--- src/rtl/alu_pkg.sv ---
// Shared types for the serial-shift ALU responder.
//   alu_op_t : 3-bit operation code carried on req_op
//   state_t  : responder FSM state
//   ALU_WIDTH: default operand/result width
package alu_pkg;

    localparam int ALU_WIDTH = 32;

    typedef enum logic [2:0] {
        OP_SLL  = 3'd0,
        OP_SRA  = 3'd1,
        OP_SLT  = 3'd2,
        OP_SLTU = 3'd3,
        OP_ADD  = 3'd4,
        OP_SUB  = 3'd5,
        OP_AND  = 3'd6,
        OP_XOR  = 3'd7
    } alu_op_t;

    typedef enum logic [1:0] {
        IDLE  = 2'd0,
        SHIFT = 2'd1,
        DONE  = 2'd2
    } state_t;

endpackage

--- src/rtl/alu_single_cycle.sv ---
// Combinational part of the ALU: compares, add/sub and bitwise ops.
// Shift codes produce zero here; shifts are handled serially by the top.
//   op     : operation code (alu_op_t encoding)
//   left   : left operand
//   right  : right operand
//   result : op(left, right), compares zero-extended
module alu_single_cycle
    import alu_pkg::*;
#(
    parameter int WIDTH = ALU_WIDTH
) (
    input  logic [2:0]       op,
    input  logic [WIDTH-1:0] left,
    input  logic [WIDTH-1:0] right,
    output logic [WIDTH-1:0] result
);

    always_comb begin
        result = '0;
        case (alu_op_t'(op))
            OP_SLT:  result = {{(WIDTH-1){1'b0}}, ($signed(left) < $signed(right))};
            OP_SLTU: result = {{(WIDTH-1){1'b0}}, (left < right)};
            OP_ADD:  result = left + right;
            OP_SUB:  result = left - right;
            OP_AND:  result = left & right;
            OP_XOR:  result = left ^ right;
            default: result = '0;
        endcase
    end

endmodule

--- src/rtl/alu_serial_responder.sv ---
// Request/response ALU slave. One operation in flight at a time.
// Non-shift ops complete in one compute cycle; shifts move one bit per cycle.
//   clock, reset_n          : clock, asynchronous active-low reset
//   req_valid/req_ready     : request handshake (req_op, req_left, req_right)
//   rsp_valid/rsp_ready     : response handshake (rsp_result)
//   busy                    : high whenever the FSM is not IDLE
module alu_serial_responder
    import alu_pkg::*;
#(
    parameter int WIDTH   = ALU_WIDTH,
    parameter int SHAMT_W = $clog2(WIDTH)
) (
    input  logic             clock,
    input  logic             reset_n,
    input  logic             req_valid,
    output logic             req_ready,
    input  logic [2:0]       req_op,
    input  logic [WIDTH-1:0] req_left,
    input  logic [WIDTH-1:0] req_right,
    output logic             rsp_valid,
    input  logic             rsp_ready,
    output logic [WIDTH-1:0] rsp_result,
    output logic             busy
);

    state_t             state_q, state_d;
    logic [WIDTH-1:0]   acc_q, acc_d;     // working shift register, doubles as result
    logic [SHAMT_W-1:0] cnt_q, cnt_d;     // remaining shift steps
    logic               sra_q, sra_d;     // 1: arithmetic right, 0: logical left
    logic [WIDTH-1:0]   alu_result;
    logic [SHAMT_W-1:0] shamt;
    logic               is_shift;

    assign shamt    = req_right[SHAMT_W-1:0];
    assign is_shift = (req_op == OP_SLL) || (req_op == OP_SRA);

    alu_single_cycle #(.WIDTH(WIDTH)) u_alu (
        .op     (req_op),
        .left   (req_left),
        .right  (req_right),
        .result (alu_result)
    );

    // Handshake outputs depend on state only, so there is no combinational
    // path from req_* to rsp_* or from rsp_ready to req_ready.
    assign req_ready  = (state_q == IDLE);
    assign rsp_valid  = (state_q == DONE);
    assign busy       = (state_q != IDLE);
    assign rsp_result = acc_q;

    always_comb begin
        state_d = state_q;
        acc_d   = acc_q;
        cnt_d   = cnt_q;
        sra_d   = sra_q;
        case (state_q)
            IDLE: begin
                // req_op is only looked at when req_valid is high
                if (req_valid) begin
                    if (is_shift) begin
                        acc_d   = req_left;
                        cnt_d   = shamt;
                        sra_d   = (req_op == OP_SRA);
                        state_d = (shamt == '0) ? DONE : SHIFT;
                    end else begin
                        acc_d   = alu_result;
                        state_d = DONE;
                    end
                end
            end
            SHIFT: begin
                acc_d = sra_q ? {acc_q[WIDTH-1], acc_q[WIDTH-1:1]}
                              : {acc_q[WIDTH-2:0], 1'b0};
                cnt_d = cnt_q - SHAMT_W'(1);
                if (cnt_q == SHAMT_W'(1)) state_d = DONE;
            end
            DONE: begin
                if (rsp_ready) state_d = IDLE;
            end
            default: state_d = IDLE;
        endcase
    end

    always_ff @(posedge clock or negedge reset_n) begin
        if (!reset_n) begin
            state_q <= IDLE;
            acc_q   <= '0;
            cnt_q   <= '0;
            sra_q   <= 1'b0;
        end else begin
            state_q <= state_d;
            acc_q   <= acc_d;
            cnt_q   <= cnt_d;
            sra_q   <= sra_d;
        end
    end

endmodule

--- config.mk ---
export PLATFORM = sky130hd
export DESIGN_NAME = alu_serial_responder
export DESIGN_NICKNAME = d
export VERILOG_FILES = /design/src/rtl/alu_pkg.sv /design/src/rtl/alu_single_cycle.sv /design/src/rtl/alu_serial_responder.sv
export SDC_FILE = /design/constraint.sdc
export NUM_CORES = 1
export LEC_CHECK = 0
export BUFFER_PORTS_ARGS = -buffer_cell sky130_fd_sc_hd__buf_2
export CAP_MARGIN = 30
export CORE_MARGIN = 1.5
export CORE_UTILIZATION = 50
export DETAILED_ROUTE_END_ITERATION = 10
export PLACE_DENSITY = 0.71
export SETUP_SLACK_MARGIN = 0.4
export SYNTH_ARGS = -nofsm -noshare
export SYNTH_HDL_FRONTEND = slang
export SYNTH_SLANG_ARGS = --single-unit
--- constraint.sdc ---
create_clock -name clock -period 2.65 [get_ports clock]
set_clock_uncertainty 0.05 [all_clocks]
set_input_delay 0.53 -clock clock [delete_from_list [all_inputs] [get_ports clock]]
set_output_delay 0.53 -clock clock [all_outputs]
set_load 0.05 [all_outputs]
### Yosys cells after proc, flatten, opt, wreduce, memory -nomap -nowiden

Index checks and enable logic that the tools add are counted.

| storage, ports and cells | value |
|---|---|
| flip-flop bits (word level) | 40 |
| latch bits | 0 |
| RAM bits | 0 |
| memory bits (read-only) | 0 |
| input port bits | 71 |
| output and inout bits | 35 |
| logic and storage cells | 52 |
| memories | 0 |

| cells by class | value |
|---|---|
| add/subtract/negate cells | 3 |
| multiply operators | 0 |
| divide/modulo/power cells | 0 |
| magnitude comparators | 2 |
| equality and inequality tests | 15 |
| shift operators | 0 |
| multiplexer cells | 14 |
| bitwise gates (word level) | 2 |
| reduce and logical (&&, ||, !) cells | 11 |

Operators by type and width:

| operator | count |
|---|---|
| 32-bit one-hot mux with 6 select lines | 1 |
| 32-bit two-way mux | 3 |
| 32-bit < comparator | 2 |
| 32-bit one-hot mux with 2 select lines | 1 |
| 32-bit adder | 1 |
| 32-bit bitwise AND | 1 |
| 32-bit subtractor | 1 |
| 32-bit bitwise XOR | 1 |
| 3-bit equality test, second input constant | 4 |
| 3-bit AND reduction | 4 |
| 2-bit two-way mux | 5 |
| 5-bit two-way mux | 2 |
| 5-bit one-hot mux with 2 select lines | 1 |
| 3-bit by 2-bit equality test with 1-bit output, second input constant | 2 |
| 2-bit inequality test, second input constant | 3 |
| 2-bit one-hot mux with 3 select lines | 1 |
| 5-bit by 1-bit equality test with 1-bit output, second input constant | 1 |
| 5-bit zero test | 1 |
| 5-bit by 1-bit subtractor with 5-bit output, second input constant | 1 |
| 2-bit by 1-bit inequality test with 1-bit output, second input constant | 2 |
| 2-bit nonzero test | 2 |
| 3-bit by 1-bit equality test with 1-bit output, second input constant | 1 |
| 3-bit zero test | 1 |
| 2-bit by 1-bit equality test with 1-bit output, second input constant | 1 |
| other kinds (4) | 4 |

### Logic depth before layout (Yosys ltp)

| depth | value |
|---|---|
| word-level depth | 5 |
| depth in mapped cells | 12 |

### Hierarchy

From an unflattened synthesis, not the netlist that was laid out.

| second synthesis, totals | value |
|---|---|
| cell total of the unflattened synthesis | 952 |
| area, all modules | 7229.4 um^2 |

By module, submodules not included:

| module | times used | cells each | area an instance (um^2) | seq. area each (um^2) |
|---|---|---|---|---|
| alu_single_cycle | 1 | 712 | 4636.9 | 0.0 |
| alu_serial_responder | 1 | 240 | 2592.5 | 1001.0 |

### Least setup slack after synthesis

No wires, ideal clock.

| timing | value |
|---|---|
| kind | input -> register |
| start | input port req_left[0] |
| end | register acc_q[18] (netlist: rsp_result[18]) |
| setup time | 0.137 ns |
| data arrival time | 2.991 ns |
| setup slack | -0.528 ns |
| stages | 12 |
| cell sequence | ha_1 > inv_1 > fa_1 > o21bai_4 > a2111oi_2 > o41ai_4 > o22ai_4 > o31ai_1 > a21oi_1 > or3_1 > a31oi_1 > o21ai_0 |

| on the way | value |
|---|---|
| word-level cells in the longest chain between the ends | 5 |
| elaborated cells between the ends (all ways) | 6 |
| classes of those cells | add/sub: 2; mux: 4 |

RTL lines:

| what | line | source |
|---|---|---|
| start, declared | alu_serial_responder.sv:18 | `input logic [WIDTH-1:0] req_left,` |
| 32-bit subtractor or 32-bit adder (tied branches) | alu_single_cycle.sv:24, alu_single_cycle.sv:23 |  |
| 32-bit one-hot mux with 6 select lines (*) | alu_single_cycle.sv:20 | `case (alu_op_t'(op))` |
| 32-bit two-way mux (*) | alu_serial_responder.sv:60 | `if (is_shift) begin` |
| 32-bit two-way mux (*) | alu_serial_responder.sv:59 | `if (req_valid) begin` |
| 32-bit one-hot mux with 2 select lines (*) | alu_serial_responder.sv:56 | `case (state_q)` |
| end signal, assigned | alu_serial_responder.sv:87 | `acc_q <= '0;` |
| end signal, assigned | alu_serial_responder.sv:92 | `acc_q <= acc_d;` |
| end, declared | alu_serial_responder.sv:27 | `logic [WIDTH-1:0] acc_q, acc_d;` |

Every way passes the cells marked *; elsewhere a longest branch is shown, timed or not. The select of a mux whose other input is x is not followed.
A chain may end at the register's enable or synchronous reset.

### Worst setup path in the final report

| timing | value |
|---|---|
| start | input port req_right[0] |
| end | register acc_q[0] (netlist: rsp_result[0]) |

| on the way | value |
|---|---|
| word-level cells in the longest chain between the ends | 5 |
| elaborated cells between the ends (all ways) | 10 |
| classes of those cells | add/sub: 2; order compare: 2; mux: 4; bitwise: 2 |

RTL lines:

| what | line | source |
|---|---|---|
| start, declared | alu_serial_responder.sv:19 | `input logic [WIDTH-1:0] req_right,` |
| 32-bit subtractor (tied with other cells) | alu_single_cycle.sv:24 | `OP_SUB: result = left - right;` |
| 32-bit one-hot mux with 6 select lines (*) | alu_single_cycle.sv:20 |  |
| 32-bit two-way mux (*) | alu_serial_responder.sv:60 |  |
| 32-bit two-way mux (*) | alu_serial_responder.sv:59 |  |
| 32-bit one-hot mux with 2 select lines (*) | alu_serial_responder.sv:56 |  |

Marks and branches as above.

==> flow_summary.yaml <==
route:
  ant_nets: 0
  drtIter0Drc: 1277
  post_drt_wl_per_cell_um: 20.46
  firstDrtPassIters: 6
  drc_errors: 0
  avgViaCountPerCell: 6.319
  route.met3.wl_um: 3483
  drt-met1-wl_um: 12310
  wl_met2_um: 13710
  drt_wl_total_um: 30700
  num_vias: 9485
  top_layer: "met4"
outcome:
  status: "complete, but fails checks"
  violations: "negative setup slack"
timing:
  hold_violations: 0
  worstMarginPinSlew_ns: 0.6324
  slew_headroom_pct: 57.84
  max_freq_ghz: 0.3410
  report.final.slew_viol_count: 0
  setup_viol: 22
  fin_crit_sh_pct: 110.7
  rsz0062_at_grt: "true"
  setup_ws_ns: -0.2828
  finalCriticalPeriod_ns: 2.933
yosys:
  synthesis.instances: 965
  synthFlopType: "dfrtp_1"
  ys_seq_area_share_pct: 14.23
  syn_area_mm2: 0.007032
  ys_warn_count: 0
  synth_cell_types: 82
  ys_seq_elements: 40
  async_flop_share_pct: 100.0
  synth_edf_count: 0
  post_synth.cell_area_avg_um2: 7.287
  syn_nets: 1104
clocking:
  h-tree-depth: 2
  clock_path_buffers: 2
  clock-sinks: 40
  tritoncts: "yes"
  cts_root_buf: "clkbuf_16"
  clk_latency_ns: 0.29
  cts.reportedPaths.clkPinSlew_ns: 0.06
  numCtsBuffers: 5
power:
  leakage_uw: 0.005075
  ir_worst_vdd_mv: 0.4414
  power_uw: 7007
  powerDensity_mw_per_mm2: 638.9
worst_setup_path:
  cp_slowest_stage_delay_ns: 0.38
  crit_top_cell: "buf_6"
  critPathRequiredTime_ns: 2.77
  startpoint_type: "input port"
  crit_fanout: 3
  reg2reg_to: "rsp_result[23]"
  worstPathCellList: "buf_8 > buf_6 > ha_4 > fa_2 > nor2b_4 > o2111ai_4 > buf_6 > a31oi_4 > a2111oi_4 > buf_4 > nor4b_4 > nand2b_4 > a311oi_2 > nor2_1 > o21ai_1"
  critPathSlowestCell: "fa_2"
  path_class: "input port to flop"
  rrSetupSlack_ns: 0.51
  cp_data_arrival_time_ns: 3.05
  end_kind: "flop"
  r2r_start: "state_q[0]"
  r2r_cells: 7
hold_path:
  hold_path.class: "flop to flop"
  worstHoldEndpoint: "cnt_q[4]"
  hold_path_startpoint: "cnt_q[4]"
  min_path_cells: 2
global_route:
  grt-ovfl-total: 0
  grt_max_degree: 49
  track_usage_pct: 39.57
  grt_pass1_vias: 8804
  grt_pass1_wl_um: 46000
  antenna_found_initial: 0
die:
  die_h_um: 121.6
  ios: 106
  dieArea_mm2: 0.01478
  core_area_mm2: 0.01383
  rows: 43
  start_util_pct: 50.86
  fp.dieW_um: 121.6
placed_design:
  place.gp.congestion: 1.003
  dp_hpwl_um: 23030
  portBuffers: 105
  dp.cells: 1469
final_layout:
  stdcell_count: 1501
  n_antenna_cell: 0
  layout_commonest_cell: "buf_4"
  fill_cells: 1004
  final_nets: 1459
  areaGrowthSynthToFinish_pct: 55.96
  final_cell_mix: "295 x buf_4, 96 x buf_2, 93 x a21oi_1, 84 x nor2_1, 59 x nand2_1"
  drive_above_1_share_pct: 43.30
run:
  maxCapViolations: 0
## flip-flops by register name, summed over array words and instances (netlist names)
signal / count
rsp_result: 32
cnt_q: 5
state_q: 2
sra_q: 1
## worst max path at each step
stage	start	endpoint	slack, ns
after floorplan	req_left[0]	rsp_result[18]	-0.24
after global placement	req_right[3]	rsp_result[20]	-0.56
after detailed placement	req_left[6]	rsp_result[22]	-0.62
after CTS	req_left[0]	rsp_result[20]	-0.24
after global routing	req_right[0]	rsp_result[0]	-0.38
final	req_right[0]	rsp_result[0]	-0.28
## stage by stage
step	worst slack (ns)	hold slack (ns)	cell area [um^2]	setup TNS (ns)	utilization [%]
2_1_floorplan	-0.2415	0.1844	7315	-1.410	-
3_3_place_gp	-0.5574	0.2957	9928	-9.102	71.80
3_5_place_dp	-0.6191	0.2962	9928	-10.50	71.80
4_1_cts	-0.2357	0.4643	10710	-1.770	77.42
5_1_grt	-0.3775	0.5034	10970	-5.247	79.31
6_report	-0.2828	0.4657	10970	-3.120	79.31
## timing repair
item | CTS | global route
pin swaps | 60 | 42
hold buffers | 1 | 0
buffers inserted | 13 | 10
gates resized for setup | 100 | 38
endpoints found under the setup margin | 28 | 30
endpoints found under the hold margin | 4 | 0
## synth_stat cells, types with 4 or more instances
library cell    n  share of area [%]
a221oi_1       10                1.2
buf_2          11               0.78
nand2_1        60                3.2
o211ai_1       17                1.8
clkbuf_1       40                2.1
a31oi_1        18                1.6
a221o_1         4               0.57
nor3_1         19                1.4
a21o_1         11                1.2
nand3_1        18                1.3
o21bai_1       16                1.7
o311ai_0        4               0.50
nor2b_1        14                1.2
a211o_1         4               0.50
a211oi_1       19                2.0
xnor2_1        25                3.1
mux2i_1        30                4.3
o31ai_1        16                1.7
o22ai_1        15                1.3
nand4_1        14                1.2
o221ai_1        7               0.87
nor2_1         87                4.6
inv_1          68                3.6
mux2_2         16                2.6
ha_1           66                 12
nor4_1          9               0.80
dfrtp_1        40                 14
buf_1          13               0.69
a21oi_1       106                7.5
o21ai_0        74                5.3
or3_1           4               0.36
o2111ai_1       5               0.62
nand2b_1       12                1.1
or2_2           4               0.36
and3_1          5               0.44
buf_6           4               0.64
a22oi_1         8               0.85
## cell type report
cell class / instances / area, um^2 / area share [%]
multi-input cells: 787 / 6213 / 56.66
repair buffers: 417 / 3023 / 27.56
flip-flops and latches: 40 / 1001 / 9.127
inverters: 69 / 289.0 / 2.635
well taps: 180 / 225.2 / 2.054
clock buffers: 5 / 125.1 / 1.141
clock inverters: 3 / 90.09 / 0.8214
## metal layers
metal	track usage, %	vias up
met2	63.31	679
met4	12.57	0
met1	53.73	4382
met3	7.678	121
li1	-	4303
met5	0	-
## cell families after synthesis
group,count (synthesis),share of synthesized area (%)
and+or+nand+nor,263,17.99
AOI/OAI and AO/OA,382,36.90
buffers and inverters,138,8.043
muxes,47,7.153
adders and majority gates,68,12.31
xor gates and xnor gates,27,3.363
DFF,40,14.23
## where the power goes
| part | internal, uW | switching [uW] | leakage, uW |
|---|---|---|---|
| Clock | 636 | 269 | 0.000104 |
| Sequential | 902 | 433 | 0.000485 |
| Combinational | 1860 | 2910 | 0.00449 |
| Total | 3400 | 3610 | 0.00507 |
## critical path: cells and delay by family
family	cells	cell delay, ns
AO/OA/AOI/OAI	5	0.63
adder cells (fa/ha/maj)	2	0.55
AND/OR/NAND/NOR	4	0.78
buffers and inverters	4	0.54
Power figures use the tool's default switching activity.
